## src/rtl/risc16_pkg.sv

```systemverilog
// ---------------------------------------------------------------------------
// risc16_pkg
// Types and defaults shared by the risc16 data-RAM arbiter and the CPU core.
//   lock_state_e : host bus-lock state (UNLOCKED, LOCKED)
//   owner_e      : which port a pending read belongs to (OWN_CPU, OWN_HOST)
//   RISC16_ADDR_W / RISC16_DATA_W : RAM geometry defaults (256 x 16)
//   STARVE_CNT_W : width of the host starvation counter
// ---------------------------------------------------------------------------
package risc16_pkg;

    localparam int RISC16_ADDR_W = 8;
    localparam int RISC16_DATA_W = 16;
    localparam int STARVE_CNT_W  = 4;

    typedef enum logic {
        UNLOCKED = 1'b0,
        LOCKED   = 1'b1
    } lock_state_e;

    typedef enum logic {
        OWN_CPU  = 1'b0,
        OWN_HOST = 1'b1
    } owner_e;

endpackage

```

## src/rtl/risc16_starve_cnt.sv

```systemverilog
// ---------------------------------------------------------------------------
// risc16_starve_cnt
// Saturating counter of consecutive cycles in which the host asked for the
// RAM and was refused. Saturates at STARVE_MAX; at_max_o tells the arbiter
// that the host must win its next request.
// Ports:
//   clk      in   rising-edge clock
//   rst_n    in   synchronous active-low reset
//   inc_i    in   host requested but was not granted this cycle
//   clr_i    in   host was granted, or is not requesting
//   at_max_o out  counter equals STARVE_MAX
// ---------------------------------------------------------------------------
module risc16_starve_cnt
    import risc16_pkg::*;
#(
    parameter int STARVE_MAX = 4
) (
    input  logic clk,
    input  logic rst_n,
    input  logic inc_i,
    input  logic clr_i,
    output logic at_max_o
);

    localparam logic [STARVE_CNT_W-1:0] MAX_C = STARVE_CNT_W'(STARVE_MAX);

    logic [STARVE_CNT_W-1:0] cnt_q;
    logic [STARVE_CNT_W-1:0] cnt_d;

    always_comb begin
        cnt_d = cnt_q;
        if (clr_i) begin
            cnt_d = '0;
        end else if (inc_i && (cnt_q != MAX_C)) begin
            cnt_d = cnt_q + 1'b1;
        end
    end

    always_ff @(posedge clk) begin
        if (!rst_n) begin
            cnt_q <= '0;
        end else begin
            cnt_q <= cnt_d;
        end
    end

    assign at_max_o = (cnt_q == MAX_C);

endmodule

```

## src/rtl/risc16_mem_arb.sv

```systemverilog
// ---------------------------------------------------------------------------
// risc16_mem_arb
// Shares the single-port risc16 data RAM (synchronous read, 1-cycle latency)
// between the CPU load/store port and a host load/debug port. The CPU has
// fixed priority; a starvation counter forces a host grant after STARVE_MAX
// refused cycles, and host_lock keeps the RAM with the host across a burst.
// Ports:
//   clk, rst_n                       clock, synchronous active-low reset
//   cpu_req/we/addr/wdata  in        CPU access request (held until cpu_gnt)
//   cpu_gnt                out       CPU access accepted this cycle
//   cpu_rvalid/rdata       out       CPU read return, one cycle after gnt
//   host_req/we/addr/wdata in        host access request (held until host_gnt)
//   host_lock              in        host wants to keep the bus after this access
//   host_gnt/rvalid/rdata  out       host grant and read return
//   ram_en/we/addr/wdata   out       RAM macro drive
//   ram_rdata              in        RAM read data (valid 1 cycle after read)
// ---------------------------------------------------------------------------
module risc16_mem_arb
    import risc16_pkg::*;
#(
    parameter int ADDR_W     = RISC16_ADDR_W,
    parameter int DATA_W     = RISC16_DATA_W,
    parameter int STARVE_MAX = 4
) (
    input  logic              clk,
    input  logic              rst_n,
    input  logic              cpu_req,
    input  logic              cpu_we,
    input  logic [ADDR_W-1:0] cpu_addr,
    input  logic [DATA_W-1:0] cpu_wdata,
    output logic              cpu_gnt,
    output logic              cpu_rvalid,
    output logic [DATA_W-1:0] cpu_rdata,
    input  logic              host_req,
    input  logic              host_we,
    input  logic [ADDR_W-1:0] host_addr,
    input  logic [DATA_W-1:0] host_wdata,
    input  logic              host_lock,
    output logic              host_gnt,
    output logic              host_rvalid,
    output logic [DATA_W-1:0] host_rdata,
    output logic              ram_en,
    output logic              ram_we,
    output logic [ADDR_W-1:0] ram_addr,
    output logic [DATA_W-1:0] ram_wdata,
    input  logic [DATA_W-1:0] ram_rdata
);

    lock_state_e state_q, state_d;
    logic        rd_pend_q, rd_pend_d;
    owner_e      rd_owner_q, rd_owner_d;

    logic cpu_win;
    logic host_win;
    logic starve_at_max;

    // Host starvation counter: counts refused host cycles, clears otherwise.
    risc16_starve_cnt #(
        .STARVE_MAX (STARVE_MAX)
    ) u_starve_cnt (
        .clk      (clk),
        .rst_n    (rst_n),
        .inc_i    (host_req & ~host_win),
        .clr_i    (host_win | ~host_req),
        .at_max_o (starve_at_max)
    );

    // Grant decision. Everything is suppressed while reset is asserted so the
    // RAM is never touched during reset.
    always_comb begin
        cpu_win  = 1'b0;
        host_win = 1'b0;
        if (rst_n) begin
            if (state_q == LOCKED) begin
                host_win = host_req;
            end else if (starve_at_max && host_req) begin
                host_win = 1'b1;
            end else if (cpu_req) begin
                cpu_win = 1'b1;
            end else if (host_req) begin
                host_win = 1'b1;
            end
        end
    end

    assign cpu_gnt  = cpu_win;
    assign host_gnt = host_win;

    // RAM drive: winner's fields, all-zero when idle.
    always_comb begin
        ram_en    = cpu_win | host_win;
        ram_we    = 1'b0;
        ram_addr  = '0;
        ram_wdata = '0;
        if (cpu_win) begin
            ram_we    = cpu_we;
            ram_addr  = cpu_addr;
            ram_wdata = cpu_wdata;
        end else if (host_win) begin
            ram_we    = host_we;
            ram_addr  = host_addr;
            ram_wdata = host_wdata;
        end
    end

    // Lock FSM. A lock only takes hold on an actual host grant; it is released
    // as soon as the host drops either lock or request.
    always_comb begin
        state_d = state_q;
        case (state_q)
            UNLOCKED: if (host_win && host_lock)    state_d = LOCKED;
            LOCKED:   if (!host_lock || !host_req)  state_d = UNLOCKED;
            default:                                state_d = UNLOCKED;
        endcase
    end

    // Read-return tag: remembers that the RAM output next cycle belongs to
    // a particular port.
    always_comb begin
        rd_pend_d  = ram_en & ~ram_we;
        rd_owner_d = host_win ? OWN_HOST : OWN_CPU;
    end

    always_ff @(posedge clk) begin
        if (!rst_n) begin
            state_q    <= UNLOCKED;
            rd_pend_q  <= 1'b0;
            rd_owner_q <= OWN_CPU;
        end else begin
            state_q    <= state_d;
            rd_pend_q  <= rd_pend_d;
            rd_owner_q <= rd_owner_d;
        end
    end

    // Gating with rst_n drops a return that was in flight when reset arrived.
    assign cpu_rvalid  = rst_n & rd_pend_q & (rd_owner_q == OWN_CPU);
    assign host_rvalid = rst_n & rd_pend_q & (rd_owner_q == OWN_HOST);
    assign cpu_rdata   = cpu_rvalid  ? ram_rdata : '0;
    assign host_rdata  = host_rvalid ? ram_rdata : '0;

endmodule

```

## config.mk

```make
export PLATFORM = sky130hd
export DESIGN_NAME = risc16_mem_arb
export DESIGN_NICKNAME = d
export VERILOG_FILES = /design/src/rtl/risc16_pkg.sv /design/src/rtl/risc16_starve_cnt.sv /design/src/rtl/risc16_mem_arb.sv
export SDC_FILE = /design/constraint.sdc
export NUM_CORES = 1
export LEC_CHECK = 0
export CORE_ASPECT_RATIO = 0.7
export CORE_MARGIN = 3
export CORE_UTILIZATION = 24
export DETAILED_ROUTE_END_ITERATION = 10
export PLACE_DENSITY = 0.86
export RECOVER_POWER = 100
export SYNTH_ARGS = -nofsm -noshare
export SYNTH_HDL_FRONTEND = slang
export SYNTH_HIERARCHICAL = 1
export SYNTH_SLANG_ARGS = --single-unit
```

## constraint.sdc

```tcl
create_clock -name clk -period 6.8 [get_ports clk]
set_clock_uncertainty 0.2 [all_clocks]
set_input_delay 1.02 -clock clk [delete_from_list [all_inputs] [get_ports clk]]
set_output_delay 1.02 -clock clk [all_outputs]
set_load 0.05 [all_outputs]
```

==> impl_metrics.tcl, run 1 <==
set metrics [dict create \
    status "complete, but fails checks" \
    violations "max-capacitance violations, max-slew violations" \
    avgRoutedWirePerCell_um 13.2 \
    clkTransAtPathRegs_ns 0.04 \
    power.density_nw_per_um2 107 \
    regToRegSetupSlack_ns 4.07 \
    dieWidth_um 76.7 \
    fp.dieArea_um2 4260 \
    clkPwrFrac_pct 25.5 \
    combPwrFrac_pct 56.2 \
    grt_pass1_vias 1233 \
    vias_per_cell 4.39 \
    antenna_found_initial 0 \
    core_um2 3250 \
    final_common_cell "clkdlybuf4s50_1" \
    grt_max_degree 28 \
    cp-start-kind "input pin" \
    fp.dieH_um 55.5 \
    ctsResizeCount 0 \
    crit_chain "dlygate4sd3_1 > nor3b_1 > nor2_1 > a22o_1 > dlygate4sd3_1" \
    initial_core_util_pct 25.8 \
    tns_ns 0 \
    period_share_pct 79.4 \
    setup_viol_count_final 0 \
    rr_worst_depth 7 \
    place_inst 281 \
    drive_gt1_share_pct 2.52 \
    p_sw_share_pct 38.9 \
    hp-start "u_starve_cnt/cnt_q[3]$_SDFFE_PP0P_" \
    syn_area_per_cell_um2 7.70 \
    syn_nets 182 \
    cp_slowest_cell "nor2_1" \
    synth_top_area_share_pct 26.1 \
    register_area_um2 140 \
    io_buffers 132 \
    drtIter0Drc 55 \
    critical_path_class "input pin to output pin" \
    max_stage_delay_ns 1.24 \
    crit_fanout 27 \
    worstReg2RegStart "u_starve_cnt/cnt_q[0]$_SDFFE_PP0P_" \
    yosys_warnings 6 \
    cts_hold_buf 0 \
    cts.sinks 7 \
    internal_power_uw 144 \
    r2r_end "state_q$_SDFF_PN0_" \
    layout_common_cells "clkdlybuf4s50_1, dlygate4sd3_1, and2_1" \
    yosys.area.top_type "a22o_1" \
    cp-end-kind "output pin" \
    postCtsSetupBuffers 0 \
    critPathRequiredTime_ns 5.58 \
    numCtsBuffers 3 \
    grt_use_total_pct 17.9 \
    cts_buffer_depth 2 \
    rows 17 \
    yosysUniqueCellTypes 25 \
    ios 133 \
    areaGrowthSynthToFinish_pct 161 \
    total_leakage_power_uw 0.00103 \
    wl_mm 3.76 \
    arrival_ns 4.18 \
    cts_tree "done" \
    grt_overflow 0 \
    holdPathEnd "u_starve_cnt/cnt_q[3]$_SDFFE_PP0P_" \
    synth_cells 109 \
    synth_area_um2 840 \
    p_sw_uw 91.7 \
    vdd_ir_drop_max_v 0.0000558 \
    instances_no_fill 285 \
    dr.pass1.iters 4 \
    yosysSeqAreaShare_pct 16.7 \
    gp_congestion 0.731 \
    grt_pass1_wl_mm 6.25 \
    fillCellCount 273 \
    synth.area.top_cells "a22o_1, and2_1, dfxtp_1" \
    cap_violations 1 \
    hold_violations 0 \
    min_path_type "flip-flop to flip-flop" \
    hold_depth 2 \
    worst_slew_pin_slew_ns 1.64 \
    n_antenna_cell 0 \
    dp_hpwl_mm 3.19 \
    p_seq_share_pct 18.3 \
    finish.utilization_pct 67.4 \
    min_period_ns 5.40 \
    antenna_left 0 \
    cts_root_buffer "clkbuf_8" \
    clk_latency_ns 0.23 \
    ys_ff_latch 7 \
    slew-limit-headroom_pct -9.63 \
    fin_nets 312 \
    num_vias 1251 \
    crit_top_cell "dlygate4sd3_1" \
    multi_input_area_um2 606 \
    slew_violations 28 \
    h-tree-depth 1 \
    drcViolationCount 0 \
    max_freq_mhz 185 \
    rsz0062_at_grt "false" \
]
==> cell type report <==
class / count / share of cell area [%]
clock buffers: 3 / 1.88
clock inverters: 1 / 0.228
inverters: 6 / 1.03
multi-input cells: 89 / 27.6
flip-flops and latches: 7 / 6.39
well taps: 47 / 2.68
repair buffers: 132 / 60.2
==> cell usage after synthesis (all sizes together) <==
| master | instances |
|---|---|
| nor2 | 4 |
| and3 | 1 |
| nor3 | 1 |
| dfxtp | 7 |
| nand3b | 1 |
| a21oi | 4 |
| o32ai | 1 |
| o21ai | 4 |
| buf | 7 |
| inv | 6 |
| nand2b | 1 |
| a22o | 25 |
| and2 | 33 |
| ha | 2 |
| nand2 | 4 |
| or3 | 1 |
| nor3b | 1 |
| nand3 | 4 |
| nor2b | 1 |
| nand4 | 1 |
==> power by group through the flow <==
stage / clock (uW) / combinational [uW] / sequential, uW
2_1_floorplan: 0 / 71.5 / 43.7
3_3_place_gp: 0 / 139 / 43.8
3_5_place_dp: 0 / 139 / 43.8
4_1_cts: 62.3 / 140 / 43.1
5_1_grt: 65.0 / 140 / 43.1
6_report: 60.1 / 133 / 43.0
==> cells by family after synthesis <==
logic type / count (synthesis) / share of synthesized area, %
AOI/OAI and AO/OA: 34 / 31.9
buffers and inverters: 13 / 8.94
DFF: 7 / 16.7
adders and majority gates: 2 / 2.98
and+or+nand+nor: 53 / 39.5
==> how the worst max path moves through the flow <==
stage | start | endpoint | slack [ns] | cells past startpoint
after global routing | cpu_req | ram_addr[2] | 1.18 | 5
after CTS | rst_n | ram_addr[2] | 2.28 | 5
final | cpu_req | ram_addr[2] | 1.40 | 5
after detailed placement | rst_n | ram_addr[5] | 2.29 | 5
after floorplan | cpu_req | ram_en | 3.29 | 2
after global placement | rst_n | cpu_rdata[14] | 2.29 | 5
==> flip-flops by register name, indices dropped and copies added, names as in the netlist <==
name                cells
rd_pend_q               1
rd_owner_q              1
u_starve_cnt/cnt_q      4
state_q                 1
==> layer usage <==
metal	wire length, um	track usage (%)	vias up	part of all wire, %
met3	185	5.21	2	4.9
li1	-	-	647	-
met5	0	0	-	0
met2	1950	31.8	40	52
met4	11	2.33	0	0.29
met1	1620	21.9	562	43
==> critical path: cells and delay by family <==
kind,cells,cell delay (ns)
buffers and inverters,2,1.44
AND/OR/NAND/NOR,2,1.43
AO/OA/AOI/OAI,1,0.28
==> metrics by stage <==
| step | power [uW] | area (um^2) | setup WS (ns) | hold slack, ns |
|---|---|---|---|---|
| floorplan | 115 | 840 | 3.29 | 0.240 |
| global placement | 182 | 2170 | 2.29 | 0.252 |
| CTS | 245 | 2210 | 2.28 | 0.278 |
| finish | 236 | 2190 | 1.40 | 0.284 |
| global route | 248 | 2190 | 1.18 | 0.307 |
| detailed placement | 183 | 2170 | 2.29 | 0.265 |
Note: power is estimated with default switching activity, not from simulation.
==> inputs of run 2 (changes only) <==
--- a/config.mk
+++ b/config.mk
@@ -7,9 +7,9 @@
 export LEC_CHECK = 0
 export CORE_ASPECT_RATIO = 0.7
 export CORE_MARGIN = 3
-export CORE_UTILIZATION = 24
+export CORE_UTILIZATION = 22
 export DETAILED_ROUTE_END_ITERATION = 10
-export PLACE_DENSITY = 0.86
+export PLACE_DENSITY = 0.8
 export RECOVER_POWER = 100
 export SYNTH_ARGS = -nofsm -noshare
 export SYNTH_HDL_FRONTEND = slang
==> constraint.sdc (replaced) <==
create_clock -name clk -period 5.1 [get_ports clk]
set_clock_uncertainty 0.2 [all_clocks]
set_input_delay 0.765 -clock clk [delete_from_list [all_inputs] [get_ports clk]]
set_output_delay 0.765 -clock clk [all_outputs]
set_load 0.05 [all_outputs]
==> run 2 against run 1 <==
  * The run now ends clean
  * Worst hold slack lost 0.020 ns
  * Power increased by 33%
  * Clock power is 27% higher
  * Critical path type unchanged
  * Sequential share of layout area barely moved
  * Non-clock buffer count unchanged
  * Sequential power up 34%
  * Largest cell class unchanged
  * Via count increased by 0.32%
  * Worst setup slack worse by 0.57 ns
  * Die area rose by 8.2%
  * Global-route usage is essentially flat
==> impl_metrics.tcl, run 2 (same netlist as run 1, synthesis figures left out) <==
set metrics [dict create \
    dp_hpwl_mm 3.62 \
    use_met1_pct 22.4 \
    critPathRequiredTime_ns 4.14 \
    place_inst 284 \
    drive_gt1_share_pct 2.52 \
    total_leakage_power_uw 0.00103 \
    combPwrFrac_pct 57.3 \
    cts.sinks 7 \
    max_stage_delay_ns 0.76 \
    clkPwrFrac_pct 24.3 \
    p_sw_share_pct 38.4 \
    numCtsBuffers 3 \
    cts_root_buffer "clkbuf_8" \
    hold_depth 2 \
    min_period_ns 4.27 \
    cp-end-kind "output pin" \
    areaGrowthSynthToFinish_pct 163 \
    core_um2 3600 \
    antenna_found_initial 0 \
    io_buffers 132 \
    layout_common_cells "clkdlybuf4s50_1, dlygate4sd3_1, and2_1" \
    slew_violations 0 \
    tns_ns 0 \
    crit_chain "dlygate4sd3_1 > nor3b_1 > nor2_4 > a22o_1 > dlygate4sd3_1" \
    p_seq_share_pct 18.4 \
    instances_no_fill 288 \
    cts_buffer_depth 2 \
    grt_overflow 0 \
    num_vias 1255 \
    cts_tree "done" \
    hold_violations 0 \
    power.density_nw_per_um2 142 \
    vias_per_cell 4.36 \
    wl_mm 4.22 \
    crit_fanout 27 \
    cp-start-kind "input pin" \
    clkTransAtPathRegs_ns 0.04 \
    fp.dieArea_um2 4610 \
    largest_register_ffs 4 \
    vdd_ir_drop_max_v 0.0000820 \
    ctsResizeCount 0 \
    internal_power_uw 193 \
    final_common_cell "clkdlybuf4s50_1" \
    min_path_type "flip-flop to flip-flop" \
    avgRoutedWirePerCell_um 14.7 \
    crit_top_cell "dlygate4sd3_1" \
    top_register "u_starve_cnt/cnt_q" \
    initial_core_util_pct 23.3 \
    drtIter0Drc 41 \
    cp_slowest_cell "dlygate4sd3_1" \
    n_antenna_cell 0 \
    finish.utilization_pct 61.2 \
    fp.dieH_um 57.7 \
    rows 18 \
    rsz0062_at_grt "false" \
    rr_worst_depth 10 \
    arrival_ns 3.30 \
    drcViolationCount 0 \
    holdWs_ns 0.264 \
    gr-usage-met3_pct 2.80 \
    grt_use_total_pct 17.9 \
    antenna_left 0 \
    p_sw_uw 120 \
    total_power_uw 313 \
    worst_slew_pin_slew_ns 0.774 \
    max_freq_mhz 234 \
    grt_max_degree 28 \
    grt.busiest_layer "met2" \
    fin_nets 312 \
    cap_violations 0 \
    use_met2_pct 33.7 \
    critical_path_class "input pin to output pin" \
    grt_pass1_vias 1190 \
    dr.pass1.iters 4 \
    grt_pass1_wl_mm 6.58 \
    ios 133 \
    dieWidth_um 79.8 \
    h-tree-depth 1 \
    period_share_pct 83.7 \
    postCtsSetupBuffers 0 \
    cts_hold_buf 0 \
    slew-limit-headroom_pct 48.3 \
    clk_latency_ns 0.22 \
    setup_viol_count_final 0 \
    gp_congestion 0.775 \
    status "finished clean" \
]
[run 2: per-layer routing]
layer / vias to the layer above / part of all wire, % / wire [um]
met3: 2 / 3.6 / 150
li1: 653 / - / -
met2: 25 / 56 / 2360
met4: 0 / 0.52 / 22
met1: 575 / 40 / 1690
met5: - / 0 / 0
[run 2: critical path: cells and delay by family]
| family | cells | cell delay [ns] |
|---|---|---|
| buffers and inverters | 2 | 1.32 |
| and+or+nand+nor | 2 | 0.95 |
| AOI/OAI and AO/OA | 1 | 0.27 |
[run 2: worst paths after layout]
path / from / slack, ns / endpoint
max: cpu_req / 0.83 / ram_wdata[9]
min: u_starve_cnt/cnt_q[3]$_SDFFE_PP0P_ / 0.26 / u_starve_cnt/cnt_q[3]$_SDFFE_PP0P_
max reg2reg: u_starve_cnt/cnt_q[0]$_SDFFE_PP0P_ / 2.27 / u_starve_cnt/cnt_q[3]$_SDFFE_PP0P_
min reg2reg: u_starve_cnt/cnt_q[3]$_SDFFE_PP0P_ / 0.26 / u_starve_cnt/cnt_q[3]$_SDFFE_PP0P_
[run 2: cell type report]
class	instances	area, um^2
flip-flops and latches	7	140
repair buffers	132	1320
clock buffers	4	45.0
inverters	6	22.5
fillers	333	1400
well taps	50	62.6
multi-input cells	89	613
[run 2: metrics by stage]
stage | worst slack [ns] | area [um^2]
2_1_floorplan | 2.10 | 840
3_3_place_gp | 1.09 | 2170
3_5_place_dp | 1.06 | 2170
4_1_cts | 1.07 | 2220
5_1_grt | 0.706 | 2200
6_report | 0.834 | 2200
[run 2: power by group through the flow]
stage	logic [uW]	clock network (uW)	registers (uW)
4_1_cts	188	77.7	57.6
3_5_place_dp	188	0	58.5
3_3_place_gp	186	0	58.5
6_report	180	76.1	57.5
5_1_grt	188	82.3	57.6
2_1_floorplan	95.3	0	58.2
==> inputs of run 3 (changes only) <==
==> constraint.sdc (replaced) <==
create_clock -name clk -period 4.2 [get_ports clk]
set_clock_uncertainty 0.2 [all_clocks]
set_input_delay 0.63 -clock clk [delete_from_list [all_inputs] [get_ports clk]]
set_output_delay 0.63 -clock clk [all_outputs]
set_load 0.05 [all_outputs]
==> run 3 against run 2 <==
  * Die area unchanged
  * Worst hold slack better by 0.0033 ns
  * Final area up 0.34%
  * Register-to-register slack worse by 0.82 ns
  * Sequential share of layout area about the same
==> impl_metrics.tcl, run 3 (same netlist as run 1, synthesis figures left out) <==
set metrics [dict create \
    status "finished clean" \
    core_um2 3600 \
    critPathRequiredTime_ns 3.37 \
    arrival_ns 3.05 \
    areaGrowthSynthToFinish_pct 163 \
    grt_pass1_vias 1077 \
    cp_slowest_cell "dlygate4sd3_1" \
    fillCellCount 343 \
    vias_per_cell 4.30 \
    holdWs_ns 0.267 \
    cts_hold_buf 0 \
    cts_buffer_depth 2 \
    dieWidth_um 79.8 \
    grt_use_total_pct 17.0 \
    slew-limit-headroom_pct 52.0 \
    antenna_left 0 \
    path_buf_inv 3 \
    rows 18 \
    regToRegSetupSlack_ns 1.45 \
    cp-end-kind "output pin" \
    rsz0062_at_grt "false" \
    postCtsSetupBuffers 0 \
    period_share_pct 92.5 \
    clkTransAtPathRegs_ns 0.04 \
    largest_register_ffs 4 \
    worstReg2RegStart "u_starve_cnt/cnt_q[0]$_SDFFE_PP0P_" \
    gp_congestion 0.801 \
    initial_core_util_pct 23.3 \
    max_freq_mhz 257 \
    fp.dieH_um 57.7 \
    p_seq_share_pct 18.1 \
    total_leakage_power_uw 0.00104 \
    clkPwrFrac_pct 25.4 \
    p_sw_share_pct 38.9 \
    avgRoutedWirePerCell_um 14.1 \
    cts_root_buffer "clkbuf_8" \
    hp-start "u_starve_cnt/cnt_q[3]$_SDFFE_PP0P_" \
    combPwrFrac_pct 56.5 \
    crit_top_cell "inv_1" \
    tns_ns 0 \
    drcViolationCount 0 \
    ctsResizeCount 0 \
    hold_violations 0 \
    layout_common_cells "clkdlybuf4s50_1, dlygate4sd3_1, and2_1" \
    dr.pass1.iters 4 \
    min_path_type "flip-flop to flip-flop" \
    crit_chain "inv_1 > ha_1 > nand3b_1 > inv_1 > nor3b_1 > nor2_4 > a22o_1 > dlygate4sd3_1" \
    cap_violations 0 \
    cp-start-kind "flip-flop" \
    clk_latency_ns 0.23 \
    multi_input_area_um2 613 \
    h-tree-depth 1 \
    vdd_ir_drop_max_v 0.0000816 \
    io_buffers 132 \
    post_dp_cell_area_um2 2180 \
    fp.dieArea_um2 4610 \
    fin_nets 313 \
    crit_fanout 27 \
    grt_max_degree 28 \
    n_antenna_cell 0 \
    antenna_found_initial 0 \
    cts.sinks 7 \
    max_stage_delay_ns 0.77 \
    internal_power_uw 235 \
    drive_gt1_share_pct 2.93 \
    min_period_ns 3.88 \
    r2r_end "u_starve_cnt/cnt_q[3]$_SDFFE_PP0P_" \
    ios 133 \
    numCtsBuffers 3 \
    hold_depth 2 \
    num_vias 1243 \
    grt_overflow 0 \
    dp_hpwl_mm 3.52 \
    register_area_um2 140 \
    cts_tree "done" \
    wl_mm 4.07 \
    worst_slew_pin_slew_ns 0.718 \
    p_sw_uw 150 \
    fin_area_um2 2210 \
    slew_violations 0 \
    drtIter0Drc 33 \
    power.density_nw_per_um2 174 \
    cp_top_family "simple AND/OR/NAND/NOR gates" \
    final_common_cell "clkdlybuf4s50_1" \
    grt_pass1_wl_mm 6.13 \
    holdPathEnd "u_starve_cnt/cnt_q[3]$_SDFFE_PP0P_" \
    rr_worst_depth 10 \
    setup_viol_count_final 0 \
    top_register "u_starve_cnt/cnt_q" \
    critical_path_class "flip-flop to output pin" \
]
[run 3: changes by cell type in the layout (fill, tap and decap cells not counted)]
| cell | delta |
|---|---|
| buf_4 | +1 |
| clkdlybuf4s50_1 | +1 |
| dlygate4sd3_1 | -1 |
[run 3: power by group through the flow]
stage | clock network, uW | registers (uW) | logic [uW]
after floorplan | 0 | 70.7 | 116
after global placement | 0 | 70.9 | 227
after detailed placement | 0 | 71.0 | 228
after CTS | 101 | 69.8 | 228
after global routing | 103 | 69.9 | 228
final | 97.9 | 69.7 | 217
[run 3: through the flow]
stage / worst slack [ns] / std cells / utilization (%) / total power [uW]
floorplan: 1.40 / 109 / - / 186
global placement: 0.496 / 285 / 60.5 / 298
detailed placement: 0.445 / 285 / 60.5 / 299
CTS: 0.442 / 289 / 61.7 / 399
global route: 0.173 / 289 / 61.4 / 401
finish: 0.315 / 289 / 61.4 / 385
[run 3: worst max-delay path by stage]
stage,cells after the start,endpoint,from,slack (ns)
after floorplan,6,ram_en,u_starve_cnt/cnt_q[0]$_SDFFE_PP0P_,1.40
after global placement,5,ram_wdata[9],rst_n,0.50
after detailed placement,5,ram_wdata[1],rst_n,0.45
after CTS,5,ram_wdata[1],rst_n,0.44
after global routing,8,ram_wdata[1],u_starve_cnt/cnt_q[0]$_SDFFE_PP0P_,0.17
final,8,ram_wdata[1],u_starve_cnt/cnt_q[0]$_SDFFE_PP0P_,0.32
[run 3: metal layers]
layer  GRT usage (%)  wire [um]  share of wire, %
met1            23.1       1750                43
met2            29.7       2160                53
met3            2.48        152               3.7
met4            2.17          7              0.17
met5               0          0                 0
[run 3: layout make-up]
class	count	area share (%)
timing repair buffer	133	60.1
multi-input combinational	89	27.7
sequential	7	6.33
tap	50	2.83
clock buffer	4	2.04
inverter	6	1.02
[run 3: worst register-to-register path: cells and delay by family, from the launching register on]
family | cells | cell delay, ns
fa+ha+maj | 1 | 0.20
flops | 1 | 0.37
simple gates | 4 | 1.19
compound gates | 2 | 0.33
buf+inv | 3 | 0.36
